==> config.mk <==
export PLATFORM = sky130hd
export DESIGN_NAME = capture_sequencer
export DESIGN_NICKNAME = d
export VERILOG_FILES = /design/src/rtl/capture_sequencer.sv
export SDC_FILE = /design/constraint.sdc
export NUM_CORES = 1
export LEC_CHECK = 0
export ABC_AREA = 1
export BUFFER_PORTS_ARGS = -buffer_cell sky130_fd_sc_hd__buf_2
export CAP_MARGIN = 20
export CORE_MARGIN = 10
export CORE_UTILIZATION = 35
export DETAILED_ROUTE_END_ITERATION = 16
export MAX_ROUTING_LAYER = met4
export RECOVER_POWER = 25
export SETUP_SLACK_MARGIN = 0.02
export SYNTH_ARGS = -nofsm -noshare
export SYNTH_HDL_FRONTEND = slang
export SYNTH_SLANG_ARGS = --single-unit
export TNS_END_PERCENT = 100
==> constraint.sdc <==
create_clock -name clk100 -period 2.4 [get_ports clk100]
set_clock_uncertainty 0.15 [all_clocks]
set_input_delay 0.48 -clock clk100 [delete_from_list [all_inputs] [get_ports clk100]]
set_output_delay 0.48 -clock clk100 [all_outputs]
set_load 0.1 [all_outputs]
==> src/rtl/capture_sequencer.sv <==
// capture_sequencer: acquisition controller for the scope datapath.
// Sequences waveform-RAM writes from the ADC sample stream: pre-trigger fill,
// rising-edge level trigger with hysteresis (plus auto-mode timeout), post-trigger
// fill, and a frame-ready handshake with the display reader.
// Ports:
//   clk100, reset          clock, asynchronous active-high reset
//   sample_valid/data      one-cycle sample strobe and unsigned sample
//   trig_level/hyst        trigger threshold and hysteresis below it
//   mode                   00 auto, 01 normal, 10 single, 11 stop
//   arm                    re-arm pulse (honoured in STOPPED only)
//   frame_done             display finished reading (honoured in DISPLAY only)
//   wr_en/addr/data        registered RAM write port
//   start_addr             display start = trigger address - PRE_DEPTH (mod depth)
//   frame_ready            RAM holds a complete triggered frame
//   auto_trig              last frame was force-triggered by timeout
//   state_o                current state encoding
module capture_sequencer #(
    parameter int unsigned ADDR_W       = 10,
    parameter int unsigned DATA_W       = 8,
    parameter int unsigned PRE_DEPTH    = 512,
    parameter int unsigned AUTO_TIMEOUT = 2000000
) (
    input  logic              clk100,
    input  logic              reset,
    input  logic              sample_valid,
    input  logic [DATA_W-1:0] sample_data,
    input  logic [DATA_W-1:0] trig_level,
    input  logic [3:0]        trig_hyst,
    input  logic [1:0]        mode,
    input  logic              arm,
    input  logic              frame_done,
    output logic              wr_en,
    output logic [ADDR_W-1:0] wr_addr,
    output logic [DATA_W-1:0] wr_data,
    output logic [ADDR_W-1:0] start_addr,
    output logic              frame_ready,
    output logic              auto_trig,
    output logic [2:0]        state_o
);

    localparam int unsigned DEPTH       = 1 << ADDR_W;
    localparam int unsigned POST_WRITES = DEPTH - PRE_DEPTH - 1;
    localparam int unsigned TO_W        = $clog2(AUTO_TIMEOUT + 1);

    typedef enum logic [2:0] {
        IDLE    = 3'd0,
        PREFILL = 3'd1,
        ARMED   = 3'd2,
        POST    = 3'd3,
        DISPLAY = 3'd4,
        STOPPED = 3'd5
    } state_t;

    state_t              state;
    logic [ADDR_W-1:0]   ptr;
    logic [ADDR_W-1:0]   cnt;
    logic [TO_W-1:0]     to_cnt;
    logic                below;

    logic [DATA_W-1:0]   thresh_c;
    logic                capturing_c;
    logic                abort_c;
    logic                write_c;
    logic                real_trig_c;
    logic                timeout_c;

    assign state_o = state;

    // Hysteresis threshold saturates at zero; trigger/abort/write qualifiers.
    always_comb begin
        thresh_c = '0;
        if (trig_level >= DATA_W'(trig_hyst)) begin
            thresh_c = trig_level - DATA_W'(trig_hyst);
        end
        capturing_c = (state == PREFILL) || (state == ARMED) || (state == POST);
        abort_c     = capturing_c && (mode == 2'b11);
        write_c     = capturing_c && sample_valid && !abort_c;
        // The below-flag is the one set by earlier samples: the edge must come from below.
        real_trig_c = below && (sample_data >= trig_level);
        timeout_c   = (mode == 2'b00) && (to_cnt == TO_W'(AUTO_TIMEOUT - 1));
    end

    // Sequencer state, write port and status registers.
    always_ff @(posedge clk100 or posedge reset) begin
        if (reset) begin
            state       <= IDLE;
            ptr         <= '0;
            cnt         <= '0;
            to_cnt      <= '0;
            below       <= 1'b0;
            wr_en       <= 1'b0;
            wr_addr     <= '0;
            wr_data     <= '0;
            start_addr  <= '0;
            frame_ready <= 1'b0;
            auto_trig   <= 1'b0;
        end else begin
            wr_en <= 1'b0;
            if (write_c) begin
                wr_en   <= 1'b1;
                wr_addr <= ptr;
                wr_data <= sample_data;
                ptr     <= ptr + ADDR_W'(1);
            end

            case (state)
                IDLE: begin
                    if (mode == 2'b11) begin
                        state <= STOPPED;
                    end else begin
                        state       <= PREFILL;
                        cnt         <= '0;
                        below       <= 1'b0;
                        frame_ready <= 1'b0;
                    end
                end

                PREFILL: begin
                    if (abort_c) begin
                        state <= STOPPED;
                    end else if (write_c) begin
                        if (cnt == ADDR_W'(PRE_DEPTH - 1)) begin
                            state  <= ARMED;
                            cnt    <= '0;
                            to_cnt <= '0;
                        end else begin
                            cnt <= cnt + ADDR_W'(1);
                        end
                    end
                end

                ARMED: begin
                    if (abort_c) begin
                        state <= STOPPED;
                    end else if (write_c) begin
                        if (real_trig_c || timeout_c) begin
                            state      <= POST;
                            start_addr <= ptr - ADDR_W'(PRE_DEPTH);
                            auto_trig  <= !real_trig_c;
                            cnt        <= '0;
                        end else begin
                            if (sample_data <= thresh_c) begin
                                below <= 1'b1;
                            end
                            if (mode == 2'b00) begin
                                to_cnt <= to_cnt + TO_W'(1);
                            end
                        end
                    end
                end

                POST: begin
                    if (abort_c) begin
                        state <= STOPPED;
                    end else if (write_c) begin
                        if (cnt == ADDR_W'(POST_WRITES - 1)) begin
                            state       <= DISPLAY;
                            frame_ready <= 1'b1;
                        end else begin
                            cnt <= cnt + ADDR_W'(1);
                        end
                    end
                end

                DISPLAY: begin
                    if (frame_done) begin
                        if (mode[1]) begin
                            state <= STOPPED;
                        end else begin
                            state       <= PREFILL;
                            cnt         <= '0;
                            below       <= 1'b0;
                            frame_ready <= 1'b0;
                        end
                    end
                end

                STOPPED: begin
                    if (arm && (mode != 2'b11)) begin
                        state       <= PREFILL;
                        cnt         <= '0;
                        below       <= 1'b0;
                        frame_ready <= 1'b0;
                    end
                end

                default: state <= IDLE;
            endcase
        end
    end

endmodule
==> summary.md <==
| Metric | Value |
|---|---|
| Vias/cell | 4.86 |
| Post-Route WL | 12700 um |
| Leading area contributor after synthesis | dfrtp_1 |
| Final Max Tran Viols | 0 |
| Starting density of the core | 36.2% |
| CTS clk-pin slew, worst paths | approximately 0.06 ns |
| WS Path Type | primary input to flip-flop |
| # diodes | 0 |
| Most frequent cells in the layout | nand2_1 (202), dfrtp_1 (75), nor2_1 (60) |
| Area Growth Syn to Fin | 23.8% |
| FF+latch count, synth | 76 |
| VDD IR max | 0.733 mV |
| Avg WL per Cell | 13.7 um |
| Ys Warns | 0 |
| Hpwl dp | between 9000 and 10000 um |
| Synth area leaders | dfrtp_1 (39%), nand2_1 (16%), ha_1 (6.2%), nand3_1 (5.0%), nor2_1 (5.0%) |
| Syn Area/Cell | 7.40 sq um |
| Clock Latency Late Sink | 0.34 ns |
| CP endpoint kind | flip-flop |
| Final hold violations | 0 |
| Placed Cells incl. Taps | approximately 900 |
| Status | finished, violations left |
| Core ar. | about 0.013 sq mm |
| Max-cap viol count | 0 |
| CTS tree | built |
| Largest net degree at the start of global routing | 38 |
| Most common cell after layout, fill and taps aside | nand2_1 |
| Initial DRT Pass Iterations | 5 |
| Worst slack at placement | -0.721 ns |
| Setup TNS | -0.291 ns |
| Initial antenna violation count | 0 |
| CP Launch Type | primary input |
| Via Count | 4514 |
| Filler instances | 1352 |
| Violation count after the first detailed-route iteration | 237 |
| Vias in the first global route | 4568 |
| CTS Root Cell | clkbuf_16 |
| Io pins | 61 |
| Std-Cell Rows | 42 |
| Worst Path Arrival | 2.76 ns |
| Crit path time final | 2.69 ns |
| First-pass GRT wire length | 21800 um |
| DIE AREA | 0.0190 sq mm |
| Nets | 799 |
| Input/output buffers | 60 |
| Synth cell types | 42 |
| Seq/Total Area, Yosys | 39.2% |
| Final period util | 112% |
| Relative max-transition margin | 45.1% |
| Die width | around 140 um |
| Setup Viol. Count Final | 1 |
| Final total power | 0.00654 W |
| Layout cell share with drive strength beyond 1 | a little under a quarter |
| Non-filler cells in the finished layout | 928 |
| Critical path required time | 2.47 ns |
| DRT antenna net count | 0 |
| Failing checks | setup timing |
| DRC | 0 |
| Worst slew pin tran | between 0.8 and 0.9 ns |
| Maximum root-to-sink buffer count | 2 |
| Cells after Synth | ~660 |
| Leak Pwr | roughly 3.1 nW |
| Syn Nets | ~700 |
| PnR worst setup slack | -0.291 ns |
| Worst Path Max Fanout | 5 |
| Depth of the CTS H-tree | 3 |
| Min-delay worst type | primary input to flip-flop |
| Max Fclk | 372 MHz |
| Yosys top cell area share | 39.2% |
| Gr usage total | 14.4% |
| Synth Cell Area | 0.00485 sq mm |
| Gp weighted congestion | 0.945 |
| Clock sinks | 76 |
| Power per cell area | around 1100 mW/mm^2 |
| RSZ-0062 raised after global routing | yes |
| TritonCTS buffer count | 9 |
| Total grt overflow | 0 |
| Chip Height | 138 um |
## per-stage QoR
step,hold slack [ns],instance area (sq um),util (%)
after floorplan,0.299,4900,-
after global placement,0.304,5600,41.8
after detailed placement,0.312,5600,41.8
after CTS,0.233,5970,44.5
after global routing,0.267,6000,44.8
final,0.252,6000,44.8
## worst max-delay path, stage by stage
cell and delay, ns:
buf_8 0.09, inv_8 0.03, ha_4 0.15, fa_2 0.39
o31ai_4 0.27, nor2_2 0.07, inv_2 0.08, nor2_4 0.05
a21oi_2 0.11, o21ai_1 0.09, ha_1 0.35, a21oi_2 0.14
o21a_1 0.13, o21ai_1 0.06, nand2_1 0.08, nand3_2 0.08
nand2_1 0.06, o21ai_1 0.05
## cell usage after synthesis
library cell	n
inv_1	60
o211ai_1	5
a21oi_2	1
nor3b_1	1
xnor2_1	3
nor3_2	2
a31oi_1	3
o21ai_2	10
nor4_1	1
nor2_4	1
o31ai_1	1
buf_4	1
nor3_4	1
nor3_1	10
o21ai_4	1
nand3_2	1
dfrtp_1	76
clkbuf_1	5
nand3_1	48
fa_1	1
o21bai_1	1
a21oi_1	24
o21ai_1	4
ha_1	24
o21ai_0	26
or2_2	5
and3_1	2
a211oi_1	1
buf_2	10
buf_6	1
nand2_1	204
nand3b_1	3
inv_2	8
nand2_4	2
a211o_1	1
buf_12	1
nor2_2	5
nand2_2	5
xor2_1	18
nor2_1	64
o21a_1	3
nand4_1	11
## layer usage
metal / global-route usage, % / part of all wire, % / vias to the layer above
met5: - / 0 / -
met4: 5.04 / 1.4 / 0
met3: 3.75 / 4.6 / 8
met2: 23.1 / 48 / 87
met1: 17.3 / 46 / 2122
li1: - / - / 2297
## report_power, final
group          switching (W)  internal, W
clock               0.000541     0.000863
sequential          0.000246      0.00158
combinational        0.00263     0.000687
## kinds of logic (layout without fill, tap and decap cells)
logic type	Yosys count	count (layout)	synth area share, %
AOI/OAI and AO/OA	81	81	10.2
xor gates and xnor gates	21	21	3.79
adders and majority gates	25	25	6.60
buffers and inverters	86	183	7.48
DFF	76	76	39.2
and+or+nand+nor	366	366	32.7
## state kept, by name (all words and copies together), names as in the netlist, 3 cells and up
register / count
cnt: 10
wr_addr: 10
start_addr: 10
to_cnt: 21
wr_data: 8
ptr: 10
state_o: 3
## area by class of cell
cell class | instances | area, sq um | share of cell area [%]
clock buffers | 11 | 253 | 4.21
clock inverters | 5 | 58.8 | 0.980
inverters | 68 | 264 | 4.40
multi-input cells | 493 | 2690 | 44.8
flip-flops and latches | 76 | 1900 | 31.7
well taps | 176 | 220 | 3.67
repair buffers | 99 | 617 | 10.3
## path summary, 6_finish.rpt
kind | start | slack, ns | cells past startpoint | end
worst min-delay path | sample_data[4] | 0.25 | 3 | wr_data[4]
min in group asynchronous | reset | 0.56 | 3 | state_o[2]
worst max register to register | state_o[2] | 0.21 | 10 | ptr[8]
max in group asynchronous | reset | 0.43 | 4 | to_cnt[2]
worst max-delay path | trig_level[0] | -0.29 | 18 | below
worst min register to register | start_addr[1] | 0.33 | 2 | start_addr[1]
## timing repair
action / CTS / global route
setup buffers: 3 / 0
hold buffers: 1 / 0
endpoints found under the setup margin: 2 / 3
gates resized for setup: 6 / 16
hold endpoints to repair: 11 / 0
pin swaps: 5 / 10
Power figures use the tool's default switching activity.
